==> src/rtl/circ_q_reader.sv <==
// circ_q_reader: consumer-side engine for the circular word queue.
// Issues single-cycle read strobes while the queue is non-empty and there is
// room downstream, captures each returned word one cycle later into a small
// circular output buffer, and re-presents words on a valid/ready stream.
module circ_q_reader #(
  parameter int WORD_SZ   = 32,
  parameter int BUF_DEPTH = 2,
  parameter int CNT_W     = 16
) (
  input  logic                             clk,
  input  logic                             rst,
  input  logic                             en,
  input  logic                             q_empty,
  output logic                             q_rd,
  input  logic [WORD_SZ-1:0]               q_data,
  output logic                             out_valid,
  input  logic                             out_ready,
  output logic [WORD_SZ-1:0]               out_data,
  output logic [$clog2(BUF_DEPTH+1)-1:0]   buf_count,
  output logic [CNT_W-1:0]                 words_out
);

  localparam int CW = $clog2(BUF_DEPTH + 1);
  localparam int PW = (BUF_DEPTH > 1) ? $clog2(BUF_DEPTH) : 1;

  logic [WORD_SZ-1:0] mem_q [BUF_DEPTH];
  logic [WORD_SZ-1:0] mem_d [BUF_DEPTH];
  logic [PW-1:0]      head_q, head_d;
  logic [PW-1:0]      tail_q, tail_d;
  logic [CW-1:0]      count_q, count_d;
  logic               inflight_q, inflight_d;
  logic [CNT_W-1:0]   words_q, words_d;

  logic               pop;
  logic               capture;
  logic [CW:0]        occ;

  // Stream handshake, read-strobe gating and output presentation.
  always_comb begin
    pop       = (count_q != '0) & out_ready;
    capture   = inflight_q;
    // Occupancy this cycle once the in-flight word lands and any pop retires;
    // a pop implies count_q >= 1 so this never underflows.
    occ       = {1'b0, count_q} + {{CW{1'b0}}, inflight_q} - {{CW{1'b0}}, pop};
    q_rd      = en & ~q_empty & ~rst & (occ < (CW+1)'(BUF_DEPTH));
    out_valid = (count_q != '0);
    out_data  = (count_q != '0) ? mem_q[head_q] : '0;
    buf_count = count_q;
    words_out = words_q;
  end

  // Next-state for buffer storage, pointers, occupancy and handshake counter.
  always_comb begin
    for (int unsigned i = 0; i < BUF_DEPTH; i++) begin
      mem_d[i] = mem_q[i];
    end
    head_d     = head_q;
    tail_d     = tail_q;
    count_d    = count_q;
    inflight_d = q_rd;
    words_d    = words_q;

    if (capture) begin
      mem_d[tail_q] = q_data;
      tail_d = (tail_q == PW'(BUF_DEPTH - 1)) ? '0 : tail_q + 1'b1;
    end
    if (pop) begin
      head_d  = (head_q == PW'(BUF_DEPTH - 1)) ? '0 : head_q + 1'b1;
      words_d = words_q + 1'b1;
    end
    case ({capture, pop})
      2'b10:   count_d = count_q + 1'b1;
      2'b01:   count_d = count_q - 1'b1;
      default: count_d = count_q;
    endcase
  end

  // State registers; reset drops buffered and in-flight words.
  always_ff @(posedge clk) begin
    if (rst) begin
      for (int unsigned i = 0; i < BUF_DEPTH; i++) begin
        mem_q[i] <= '0;
      end
      head_q     <= '0;
      tail_q     <= '0;
      count_q    <= '0;
      inflight_q <= 1'b0;
      words_q    <= '0;
    end else begin
      for (int unsigned i = 0; i < BUF_DEPTH; i++) begin
        mem_q[i] <= mem_d[i];
      end
      head_q     <= head_d;
      tail_q     <= tail_d;
      count_q    <= count_d;
      inflight_q <= inflight_d;
      words_q    <= words_d;
    end
  end

endmodule

==> config.mk <==
export PLATFORM = sky130hd
export DESIGN_NAME = circ_q_reader
export DESIGN_NICKNAME = d
export VERILOG_FILES = /design/src/rtl/circ_q_reader.sv
export SDC_FILE = /design/constraint.sdc
export NUM_CORES = 1
export LEC_CHECK = 0
export ABC_AREA = 0
export ABC_CLOCK_PERIOD_IN_PS = 2800
export BUFFER_PORTS_ARGS = -buffer_cell sky130_fd_sc_hd__buf_2
export CORE_AREA = 3 3 90 92
export CTS_BUF_LIST = sky130_fd_sc_hd__clkbuf_2
export DETAILED_ROUTE_END_ITERATION = 6
export DIE_AREA = 0 0 93 95
export GPL_ROUTABILITY_DRIVEN = 0
export PLACE_DENSITY = 0.74
export SLEW_MARGIN = 20
export SYNTH_ARGS = -nofsm -noshare
export SYNTH_HDL_FRONTEND = slang
export SYNTH_SLANG_ARGS = --single-unit
==> constraint.sdc <==
create_clock -name clk -period 2.8 [get_ports clk]
set_clock_uncertainty 0.15 [all_clocks]
set_input_delay 0.14 -clock clk [delete_from_list [all_inputs] [get_ports clk]]
set_output_delay 0.14 -clock clk [all_outputs]
set_load 0.01 [all_outputs]
After elaboration in Yosys (flattened, before gate mapping)
Memory sizes are Yosys's and may differ from the RTL's. A register that Yosys moved wholly into a read port is not among the register bits. Cells that the tools add are included.

Equal/unequal tests: 2. $lt $le $gt $ge: 3. Muxes and demuxes: 15. Bitwise gates (word level): 9. $add $sub $neg: 7. Reduce and logical (&&, ||, !) cells: 3.

Operators by type and width (number): $mux 32 (4); $bwmux 64 (1); $mux 64 (1); $demux 32 s1 (1); $add 16x1->16 const B (1); $mux 1 (7); $and 1x1->1 (4); $pmux 2 s2 (1); $reduce_bool 2->1 (2); $add 2x1->3 (1); $lt 3x2->1 const B (1); $sub 3x1->3 (1); $add 1x1->1 const B (2); $add 2x1->2 const B (1); $eq 2x1->1 const B (1); $eq 2x2->1 const B (1); $ge 2x2->1 const B (1); $lt 2x1->1 const B (1); $not 1->1 (2); $not 1->2 (1); $or 1x1->1 (2); $sub 2x1->2 const B (1); $logic_and 1x1->1 (1).

Memories kept: 1. Input port bits: 37. Word-level logic and storage cells: 45. Register bits after elaboration: 21. Output and inout port bits: 52. RAM bits: 64.

Memory list: mem_q (words 2, width 32, read ports 3, clocked after memory_dff 1, write ports 2, line 26) `logic [WORD_SZ-1:0] mem_q [BUF_DEPTH];`.

Depth between registers and ports, before layout
Depth after elaboration: 8. Gate-level depth with buffers: 8. Mapped depth without buffers: 7.

Worst setup path after synthesis
Ideal clock, no wire load.

Path kind: register to output. Start point: register count_q[1], in the netlist buf_count[1]. End point: output port q_rd. Buffers on the path: 1. Arrival: 2.116 ns. Cell stages (with the launch flop): 9. Data required time: 2.510 ns. Slack: 0.394 ns. Path through: dfxtp_1 > buf_2 > nor2_1 > inv_1 > nand2_1 > nor2_1 > fa_1 > nand2_1 > nor4_1.

Longest elaborated chain between the ends: 5. Elaborated cells between the ends (all ways): 6. Those cells by class: 2 x add/sub; 1 x order compare; 2 x bitwise; 1 x reduce/logical.

Ends and longest elaborated chain: from (decl) (line 30) `logic [CW-1:0] count_q, count_d;`; from (signal assigned) (line 95) `count_q <= count_d;`; $reduce_bool 2->1; net out_valid (line 16) `output logic out_valid,`; $and 1x1->1 (line 40) `pop = (count_q != '0) & out_ready;`; $sub 3x1->3 (line 44) `occ = {1'b0, count_q} + {{CW{1'b0}}, inflight_q} - {{CW{1'b0}}, pop};`; $lt 3x2->1 (line 45) `q_rd = en & ~q_empty & ~rst & (occ < (CW+1)'(BUF_DEPTH));`; $and 1x1->1 (line 45); to (decl) (line 14) `output logic q_rd,`.

The timed path passes the listed nets, and every way through them passes these cells.

Final worst setup path
Start point: register count_q[1], in the netlist buf_count[1]. End point: output port q_rd.

Longest elaborated chain between the ends: 5. Elaborated cells between the ends (all ways): 6. Those cells by class: 2 x add/sub; 1 x order compare; 2 x bitwise; 1 x reduce/logical.

Ends and longest elaborated chain (line): branches (longest 2 deep; another with $add 2x1->3); $sub 3x1->3 (*) (44); $lt 3x2->1 (*) (45); $and 1x1->1 (*) (45).

Every way passes the cells marked *.

==> out/summary.log <==
qor: clock_tree.clk_latency 0.50 ns
qor: layout.fill_cells 671
qor: power.vdd_drop_max 0.000275 V
qor: clock_tree.number_of_buffers_on_the_longest_clock_path 2
qor: layout.final_layout_size_suffix_gt1_share 21.6%
qor: die.fp.coreArea 7290 sq um
qor: timing.setup_total_negative_slack 0 ns
qor: logic_synthesis.postSynth.asyncResetShare 0%
qor: die.floorplan.die.width 93 um
qor: detailed_routing.vias_per_cell 5.12
qor: global_route.grt_start_max_net_pins 54
qor: die.starting_density_of_the_core 50.5%
qor: layout.antennaDiodeCount 0
qor: timing.unrepaired_setup_endpoints_after_global_routing no
qor: logic_synthesis.yosys_register_bits 86
qor: logic_synthesis.synth.yosys.seq_area_share 46.8%
qor: die.vertical_die_dimension 95 um
qor: logic_synthesis.synthTopCellsByArea dfxtp_1 (47%), nand2_1 (14%), a21oi_1 (9.7%)
qor: die.ioPinCount 89
qor: place.dp.final_hpwl 5760 um
qor: logic_synthesis.post_synth.cell_area_avg 7.78 sq um
qor: outcome.status complete, no violations
qor: die.row_count 31
qor: clock_tree.cts_tree built
qor: logic_synthesis.netlist.area_leader.share 46.8%
qor: clock_tree.cts_sinks 86
qor: worst_setup_path.worstSetupEndpointType output pin
qor: timing.slew_violations 0
qor: logic_synthesis.synth.cells.most_frequent nand2_1 (139), dfxtp_1 (86), a21oi_1 (71)
qor: detailed_routing.drt_iter0_markers 99
qor: layout.area_growth 27.0%
qor: logic_synthesis.cell_type_contributing_the_most_total_cell_area_after_synthesis dfxtp_1
qor: logic_synthesis.synth.net_count 512
qor: detailed_routing.ant_nets 0
qor: worst_setup_path.timing.critical_path.fanout_max 5
qor: global_route.grt_antenna_before_repair 0
qor: timing.achievable-frequency 395 MHz
qor: global_route.grt_pass1_vias 3289
qor: place.buffer_ports.inserted 88
qor: hold_path.worstHoldPathType primary input to flip-flop
qor: logic_synthesis.synth_most_common_cell nand2_1
qor: timing.setup_violations 0
qor: logic_synthesis.synth.lib_cells_used.distinct 32
qor: power.power-per-cell-area 436 nW/um^2
qor: timing.slew_headroom 32.7%
qor: detailed_routing.post-route-drc-count 0
qor: power.p_leak 0.00178 uW
qor: timing.final.hold.worst_slack 0.118 ns
qor: clock_tree.root_buffer clkbuf_2
qor: clock_tree.tritoncts.num_buffers 9
qor: clock_tree.cts.reportedPaths.clkPinSlew 0.21 ns
qor: die.die_area 8840 sq um
qor: global_route.global_route.usage.total 21.0%
qor: logic_synthesis.ys_warn_count 0
qor: detailed_routing.drt_pre_antenna_iters 4
qor: timing.period_needed 2.53 ns
qor: worst_setup_path.worst_setup_path_start_kind flip-flop
qor: clock_tree.cts-htree-levels 3
qor: timing.hold_violations 0
qor: detailed_routing.routed_wire_length_per_instance 13.4 um
qor: logic_synthesis.synthCells 473
qor: worst_setup_path.crit_arrival 2.24 ns
qor: global_route.grt-ovfl-total 0
qor: logic_synthesis.postSynth.topFlopCell dfxtp_1
qor: global_route.grt_first_pass_wirelength 15000 um
qor: timing.tightestPinTransition 1.01 ns
qor: logic_synthesis.synth_area 3680 sq um
qor: job.drv.max_cap_violation_count 0
qor: timing.fin_crit_sh 90.4%
qor: detailed_routing.via_count 3509
qor: worst_setup_path.crit_required 2.51 ns
qor: layout.layout.nets 622
qor: detailed_routing.drt_wl_total 9210 um
qor: worst_setup_path.setup.worst_path.class flip-flop to output pin
qor: logic_synthesis.synth-edff-count 0
qor: worst_setup_path.regToRegSetupSlack 0.39 ns
## area by class of cell
cell class | instances | area, sq um | share of cell area (%)
Sequential cell | 86 | 1730 | 36.9
Multi-Input combinational cell | 349 | 1830 | 39.1
Tap cell | 99 | 124 | 2.65
Clock buffer | 9 | 45.0 | 0.963
Inverter | 3 | 11.3 | 0.241
Timing Repair Buffer | 134 | 886 | 18.9
Clock inverter | 6 | 53.8 | 1.15
## kinds of logic after synthesis
family | after synthesis | synth area share, %
xor gates and xnor gates | 14 | 3.33
and+or+nand+nor | 221 | 24.9
buffers and inverters | 38 | 3.94
adders and majority gates | 2 | 0.883
muxes | 33 | 9.00
DFF | 86 | 46.8
AOI/OAI and AO/OA | 79 | 11.2
## worst max-delay path, cell delays in order, from the launching register on
cell and delay, ns:
dfxtp_4 0.41, nor2_2 0.12, inv_1 0.09, nand2_2 0.11, nor2_1 0.06, fa_1 0.51
nand2_1 0.07, nor4_2 0.20, buf_2 0.17
## path summary, 6_finish.rpt
path                   to  cells past startpoint          from
max                  q_rd                      8  buf_count[1]
min reg2reg  mem_q[0][11]                      2  mem_q[0][11]
max reg2reg       capture                      8  buf_count[1]
min          words_out[4]                      2           rst
## stage by stage
stage	setup WS, ns	cells	area (sq um)	utilization (%)	power [uW]
after floorplan	0.394	473	3680	-	1380
after global routing	0.0381	686	4680	64.1	2130
final	0.268	686	4680	64.1	2040
after CTS	0.0508	685	4660	63.8	2050
after global placement	0.710	635	4210	57.7	1440
after detailed placement	0.652	635	4210	57.7	1440
## cell usage in the layout, fill, tap and decap left out, drive strengths merged
cell	n
dlygate4sd3	35
clkbuf	9
xnor2	6
and2	1
or4	2
nor2b	5
nor3	5
inv	3
or3	3
nand4	3
nand3	6
mux2i	32
o211ai	1
nor2	50
mux2	1
clkinv	5
ha	1
xor2	8
nand2	139
o2111a	1
or2	1
nor4	3
dfxtp	86
o31ai	2
o21ai	3
fa	1
o2111ai	1
bufinv	1
nand2b	2
a21oi	71
buf	99
and4	1
## registers in the layout (all words and copies together) (netlist names), named ones only
| register | cells |
|---|---|
| tail_q | 1 |
| words_out | 16 |
| head_q | 1 |
| mem_q | 64 |
| capture | 1 |
| buf_count | 2 |
## metal layers
layer / up-vias / routed length (um) / track usage (%)
met4: 0 / 63 / 4.88
met1: 1632 / 4040 / 25.4
li1: 1768 / - / -
met3: 4 / 502 / 6.14
met5: - / 0 / 0
met2: 105 / 4610 / 37.0
## power breakdown
group | internal, uW | leakage (uW) | total (uW) | switching, uW
Combinational | 91.3 | 0.00102 | 196 | 104
Sequential | 1250 | 0.000697 | 1260 | 14.0
Clock | 193 | 0.0000687 | 582 | 389
Total | 1530 | 0.00178 | 2040 | 508
## repair_timing
action	in CTS	in global routing
buffers inserted	0	1
hold buffers	35	0
setup endpoints to repair	0	1
gates resized for setup	0	5
hold endpoints to repair	71	0
Note: power is estimated with default switching activity, not from simulation.
